===== src/rtl/button_debounce_pkg.sv =====
// Shared definitions for the button debouncer: channel state encoding,
// default parameter values and a counter-width helper.
package button_debounce_pkg;

  typedef enum logic {
    CH_STABLE  = 1'b0,
    CH_PENDING = 1'b1
  } ch_state_e;

  localparam int unsigned DEF_WIDTH        = 8;
  localparam int unsigned DEF_TICK_PERIOD  = 1024;
  localparam int unsigned DEF_STABLE_TICKS = 4;
  localparam int unsigned DEF_CNT_WIDTH    = 16;

  // Bits needed to hold values 0..max_val, never less than 1.
  function automatic int unsigned cnt_bits(input int unsigned max_val);
    return (max_val < 2) ? 1 : $clog2(max_val + 1);
  endfunction

endpackage


===== src/rtl/button_debounce_channel.sv =====
// One debounce channel.
//   CLK, RST : clock, synchronous active-low reset
//   tick     : shared sampling strobe
//   btn      : raw asynchronous input bit
//   clear    : synchronous clear of the press counter
//   level    : debounced level
//   rise     : 1-cycle strobe when level goes 0->1
//   fall     : 1-cycle strobe when level goes 1->0
//   count    : saturating count of rise strobes
module debounce_channel
  import button_debounce_pkg::*;
#(
  parameter int unsigned STABLE_TICKS = DEF_STABLE_TICKS,
  parameter int unsigned CNT_WIDTH    = DEF_CNT_WIDTH
) (
  input  logic                 CLK,
  input  logic                 RST,
  input  logic                 tick,
  input  logic                 btn,
  input  logic                 clear,
  output logic                 level,
  output logic                 rise,
  output logic                 fall,
  output logic [CNT_WIDTH-1:0] count
);

  localparam int unsigned    SW   = cnt_bits(STABLE_TICKS - 1);
  localparam logic [SW-1:0]  LAST = SW'(STABLE_TICKS - 1);

  logic                 sync1_q, sync1_d;
  logic                 sync2_q, sync2_d;
  ch_state_e            state_q, state_d;
  logic [SW-1:0]        cnt_q, cnt_d;
  logic                 level_q, level_d;
  logic                 rise_q, rise_d;
  logic                 fall_q, fall_d;
  logic [CNT_WIDTH-1:0] count_q, count_d;
  logic                 flip;

  always_comb begin
    sync1_d = btn;
    sync2_d = sync1_q;
    state_d = state_q;
    cnt_d   = cnt_q;
    level_d = level_q;
    rise_d  = 1'b0;
    fall_d  = 1'b0;
    flip    = 1'b0;

    if (tick) begin
      case (state_q)
        CH_STABLE: begin
          if (sync2_q != level_q) begin
            if (STABLE_TICKS == 1) begin
              flip = 1'b1;
            end else begin
              cnt_d   = SW'(1);
              state_d = CH_PENDING;
            end
          end
        end
        CH_PENDING: begin
          if (sync2_q == level_q) begin
            cnt_d   = '0;
            state_d = CH_STABLE;
          end else if (cnt_q == LAST) begin
            flip    = 1'b1;
            cnt_d   = '0;
            state_d = CH_STABLE;
          end else begin
            cnt_d = cnt_q + SW'(1);
          end
        end
      endcase
    end

    if (flip) begin
      level_d = ~level_q;
      rise_d  = ~level_q;
      fall_d  = level_q;
    end

    // Counter follows the registered strobe; clear wins but still
    // absorbs a strobe landing in the same cycle.
    if (clear) begin
      count_d = rise_q ? CNT_WIDTH'(1) : '0;
    end else if (rise_q && (count_q != '1)) begin
      count_d = count_q + CNT_WIDTH'(1);
    end else begin
      count_d = count_q;
    end
  end

  always_ff @(posedge CLK) begin
    if (!RST) begin
      sync1_q <= 1'b0;
      sync2_q <= 1'b0;
      state_q <= CH_STABLE;
      cnt_q   <= '0;
      level_q <= 1'b0;
      rise_q  <= 1'b0;
      fall_q  <= 1'b0;
      count_q <= '0;
    end else begin
      sync1_q <= sync1_d;
      sync2_q <= sync2_d;
      state_q <= state_d;
      cnt_q   <= cnt_d;
      level_q <= level_d;
      rise_q  <= rise_d;
      fall_q  <= fall_d;
      count_q <= count_d;
    end
  end

  assign level = level_q;
  assign rise  = rise_q;
  assign fall  = fall_q;
  assign count = count_q;

endmodule


===== src/rtl/button_debounce.sv =====
// Multi-channel push-button debouncer.
//   CLK, RST    : clock, synchronous active-low reset
//   BTN         : raw asynchronous button levels
//   CLEAR       : clears all press counters
//   TICK        : prescaler strobe, high one cycle per TICK_PERIOD
//   LEVEL       : debounced levels
//   RISE, FALL  : 1-cycle edge strobes per channel
//   PRESS_COUNT : channel i in bits [i*CNT_WIDTH +: CNT_WIDTH]
module button_debounce
  import button_debounce_pkg::*;
#(
  parameter int unsigned WIDTH        = DEF_WIDTH,
  parameter int unsigned TICK_PERIOD  = DEF_TICK_PERIOD,
  parameter int unsigned STABLE_TICKS = DEF_STABLE_TICKS,
  parameter int unsigned CNT_WIDTH    = DEF_CNT_WIDTH
) (
  input  logic                       CLK,
  input  logic                       RST,
  input  logic [WIDTH-1:0]           BTN,
  input  logic                       CLEAR,
  output logic                       TICK,
  output logic [WIDTH-1:0]           LEVEL,
  output logic [WIDTH-1:0]           RISE,
  output logic [WIDTH-1:0]           FALL,
  output logic [WIDTH*CNT_WIDTH-1:0] PRESS_COUNT
);

  localparam int unsigned   PW         = cnt_bits(TICK_PERIOD - 1);
  localparam logic [PW-1:0] PRESC_LAST = PW'(TICK_PERIOD - 1);

  logic [PW-1:0] presc_q, presc_d;

  assign TICK = (presc_q == PRESC_LAST);

  always_comb begin
    presc_d = TICK ? '0 : presc_q + PW'(1);
  end

  always_ff @(posedge CLK) begin
    if (!RST) begin
      presc_q <= '0;
    end else begin
      presc_q <= presc_d;
    end
  end

  for (genvar i = 0; i < WIDTH; i++) begin : g_ch
    debounce_channel #(
      .STABLE_TICKS (STABLE_TICKS),
      .CNT_WIDTH    (CNT_WIDTH)
    ) u_ch (
      .CLK   (CLK),
      .RST   (RST),
      .tick  (TICK),
      .btn   (BTN[i]),
      .clear (CLEAR),
      .level (LEVEL[i]),
      .rise  (RISE[i]),
      .fall  (FALL[i]),
      .count (PRESS_COUNT[i*CNT_WIDTH +: CNT_WIDTH])
    );
  end

endmodule


===== config.mk =====
export PLATFORM = sky130hd
export DESIGN_NAME = button_debounce
export DESIGN_NICKNAME = d
export VERILOG_FILES = /design/src/rtl/button_debounce_pkg.sv /design/src/rtl/button_debounce_channel.sv /design/src/rtl/button_debounce.sv
export SDC_FILE = /design/constraint.sdc
export NUM_CORES = 1
export LEC_CHECK = 0
export CAP_MARGIN = 20
export CORE_UTILIZATION = 57
export DETAILED_ROUTE_END_ITERATION = 6
export HOLD_SLACK_MARGIN = 0.15
export PLACE_DENSITY = 0.95
export SYNTH_ARGS = -nofsm -noshare
export SYNTH_HDL_FRONTEND = slang
export SYNTH_SLANG_ARGS = --single-unit
export TNS_END_PERCENT = 5

===== constraint.sdc =====
create_clock -name CLK -period 4.7 [get_ports CLK]
set_clock_uncertainty 0.15 [all_clocks]
set_input_delay 0.705 -clock CLK [delete_from_list [all_inputs] [get_ports CLK]]
set_output_delay 0.705 -clock CLK [all_outputs]
set_load 0.03 [all_outputs]

==> reports/qor.csv <==
stage,metric,value,unit
run_status,outcome,"finished, final reports clean",
detailed_routing,num_vias,8507,
floorplan,coreArea,15900,µm²
clock_network,path_clk_slew,0.06,ns
grt,antenna_found_initial,0,
floorplan,rows,46,
detailed_routing,firstDrtPassIters,5,
timing,fin_crit,4.08,ns
logic_synthesis,syn_avg_cell_area,8.59,µm²
setup_path,critPathCaptureType,output port,
setup_path,worstSetupPathType,flop to output port,
clock_network,root_buffer,clkbuf_16,
min_path,hp-class,flop to flop,
final_layout,seq_area,4040,µm²
logic_synthesis,synthCells,1084,
clock_network,numCtsBuffers,22,
setup_path,required,3.85,ns
logic_synthesis,synth_top_area_share,43.4,%
logic_synthesis,synth.net_count,1112,
setup_path,critPathMaxFanout,27,
detailed_routing,wl,23.2,mm
logic_synthesis,synth-main-ff-cell,dfxtp_1,
grt,gr-total-overflow,0,
logic_synthesis,synth-seq-cells,202,
power,ir_drop,314,µV
logic_synthesis,ys_warn_count,0,
final_layout,drive_gt1_share,5.40,%
timing,slew_headroom,39.0,%
clock_network,cts_max_path_buffers,3,
clock_network,cts_tree,done,
grt,grt_pass1_vias,7885,
flow_run,maxCapViolations,0,
final_layout,final_core_util,73.0,%
setup_path,r2r_slack,1.70,ns
logic_synthesis,synth.area.top_cells,"dfxtp_1 (43%), nand3_1 (4.8%), nor2_1 (4.8%)",
timing,drv_slew,0,
power,p_leak,3.93,nW
detailed_routing,ant_nets,0,
logic_synthesis,yosys.area.top_type,dfxtp_1,
timing,fin_crit_sh,86.7,%
place,io_buffers,163,
logic_synthesis,async_flop_share,0,%
clock_network,clock-sinks,202,
clock_network,hold_buffers,0,
clock_network,htree_levels,1,
place,dp_hpwl,15.7,mm
timing,tightest_slew,0.915,ns
timing,finalHoldViolCount,0,
setup_path,critPathLaunchType,flop,
floorplan,dieArea,16900,µm²
grt,grt_pass1_wl,37.3,mm
final_layout,syn_to_final_growth,25.1,%
logic_synthesis,netlist_area,9310,µm²
setup_path,worstPathArrival,3.22,ns
final_layout,fillers,1093,
final_layout,diodes,0,
timing,grt_setup_unrepaired,no,
clock_network,insertion_delay,0.50,ns
logic_synthesis,synth_edf_count,0,
logic_synthesis,synth_cell_type_count,64,
clock_network,cts_resized,0,
detailed_routing,routedWlPerCell,16.1,µm
timing,max_freq,0.245,GHz
timing,worst_hold_slack,0.285,ns
detailed_routing,vias_per_cell,5.91,
power,power.density,307,nW/µm²
floorplan,dieWidth,130,µm
place,place_congestion,0.861,
grt,grt.total_usage,27.1,%
place,placedInstanceArea,10900,µm²
floorplan,ioPinCount,164,
clock_network,postCtsSetupBuffers,0,
final_layout,stdcell_area,11600,µm²
timing,setup_tns,0,ns
grt,grt_max_degree,73,
detailed_routing,drt_iter0_drc,751,
floorplan,start_util,58.4,%
floorplan,die_h,130,µm
timing,setup-violations-final,0,
final_layout,multi_input_area,4810,µm²
logic_synthesis,ys_seq_area_share,43.4,%
detailed_routing,drc,0,
final_layout,layout.nets,1239,
-- routing by layer --
layer	vias up	wire, µm	GRT usage (%)
met5	-	0	0
met4	0	715	11.5
met3	73	1510	4.06
met2	335	11700	48.7
met1	4007	9280	32.0
li1	4092	-	-
-- cell usage after synthesis (5+ instances only) --
library cell  instances
a211oi_1              7
a21boi_0             20
a21oi_1              33
a311oi_1              5
a31oi_1              12
and2_1               33
and3_1               22
and4_1               18
buf_2                14
buf_4                24
clkbuf_1             24
dfxtp_1             202
ha_1                 17
inv_1                24
mux2_2                8
nand2_1              90
nand3_1              90
nand4_1              44
nor2_1              120
nor3_1               25
nor4_1               18
nor4b_1               6
o211ai_1              8
o21ai_0              47
or3_1                14
or4_1                10
xnor2_1              42
xor2_1               48
-- worst paths after layout --
| kind | startpoint | endpoint | cells past startpoint |
|---|---|---|---|
| worst max register to register | presc_q[0] | g_ch[2].u_ch.rise | 6 |
| worst max-delay path | presc_q[0] | TICK | 5 |
| worst min-delay path | g_ch[0].u_ch.sync1_q | g_ch[0].u_ch.sync2_q | 1 |
| worst min register to register | g_ch[0].u_ch.sync1_q | g_ch[0].u_ch.sync2_q | 1 |
-- where the power goes --
group / switching (mW) / internal (mW)
logic: 0.0383 / 0.0200
clock network: 0.671 / 1.12
registers: 0.00602 / 1.72
total: 0.715 / 2.86
-- worst max-delay path, stage by stage (launching register included) --
cell             delay, ns
dfxtp_1               0.33
ha_1                  0.25
nand4_1               0.13
or3_1                 0.72
clkinv_2              0.55
clkdlybuf4s50_1       0.74
-- flip-flops by register name (all words and copies together) (netlist names) --
signal,flops
g_ch.u_ch.level,8
g_ch.u_ch.cnt_q,16
g_ch.u_ch.sync1_q,8
g_ch.u_ch.rise,8
g_ch.u_ch.state_q,8
presc_q,10
g_ch.u_ch.count,128
g_ch.u_ch.fall,8
g_ch.u_ch.sync2_q,8
-- cell usage in the layout, fill, tap and decap left out, types with 5 or more instances in the layout --
cell type / synthesis / final
xor2_1: 48 / 48
or4_1: 10 / 10
and2_1: 33 / 33
or3_1: 14 / 14
xnor2_1: 42 / 42
clkbuf_16: 0 / 23
a21oi_1: 33 / 33
mux2_2: 8 / 8
ha_1: 17 / 17
a211oi_1: 7 / 7
nor3_1: 25 / 25
and3_1: 22 / 22
nor2_1: 120 / 120
nand2_1: 90 / 89
nand4_1: 44 / 44
dfxtp_1: 202 / 202
nand3_1: 90 / 90
inv_1: 24 / 24
nor4_1: 18 / 18
o21ai_0: 47 / 47
a21boi_0: 20 / 20
a31oi_1: 12 / 12
a311oi_1: 5 / 5
nor4b_1: 6 / 6
and4_1: 18 / 18
o211ai_1: 8 / 8
clkdlybuf4s50_1: 0 / 162
-- logic make-up after synthesis --
logic type	synth area share, %
AO/OA/AOI/OAI	10.6
flip-flops	43.4
multiplexers	1.18
XOR/XNOR	8.46
adder cells (fa/ha/maj)	2.28
AND/OR/NAND/NOR	29.1
buffers and inverters	5.00
-- metrics by stage --
step	power (mW)	std cells	setup WS, ns
after floorplan	1.80	1084	2.35
after global placement	1.82	1402	1.22
after detailed placement	1.82	1402	1.16
after CTS	3.59	1438	0.617
after global routing	3.67	1439	0.439
final	3.57	1439	0.625
-- final cells by class --
type | count | area share (%)
clock buffer | 31 | 5.54
clock inverter | 5 | 0.913
inverter | 26 | 0.849
multi-input combinational | 791 | 41.3
sequential | 202 | 34.7
tap | 216 | 2.32
timing repair buffer | 168 | 14.3
Note: power is estimated with default switching activity, not from simulation.
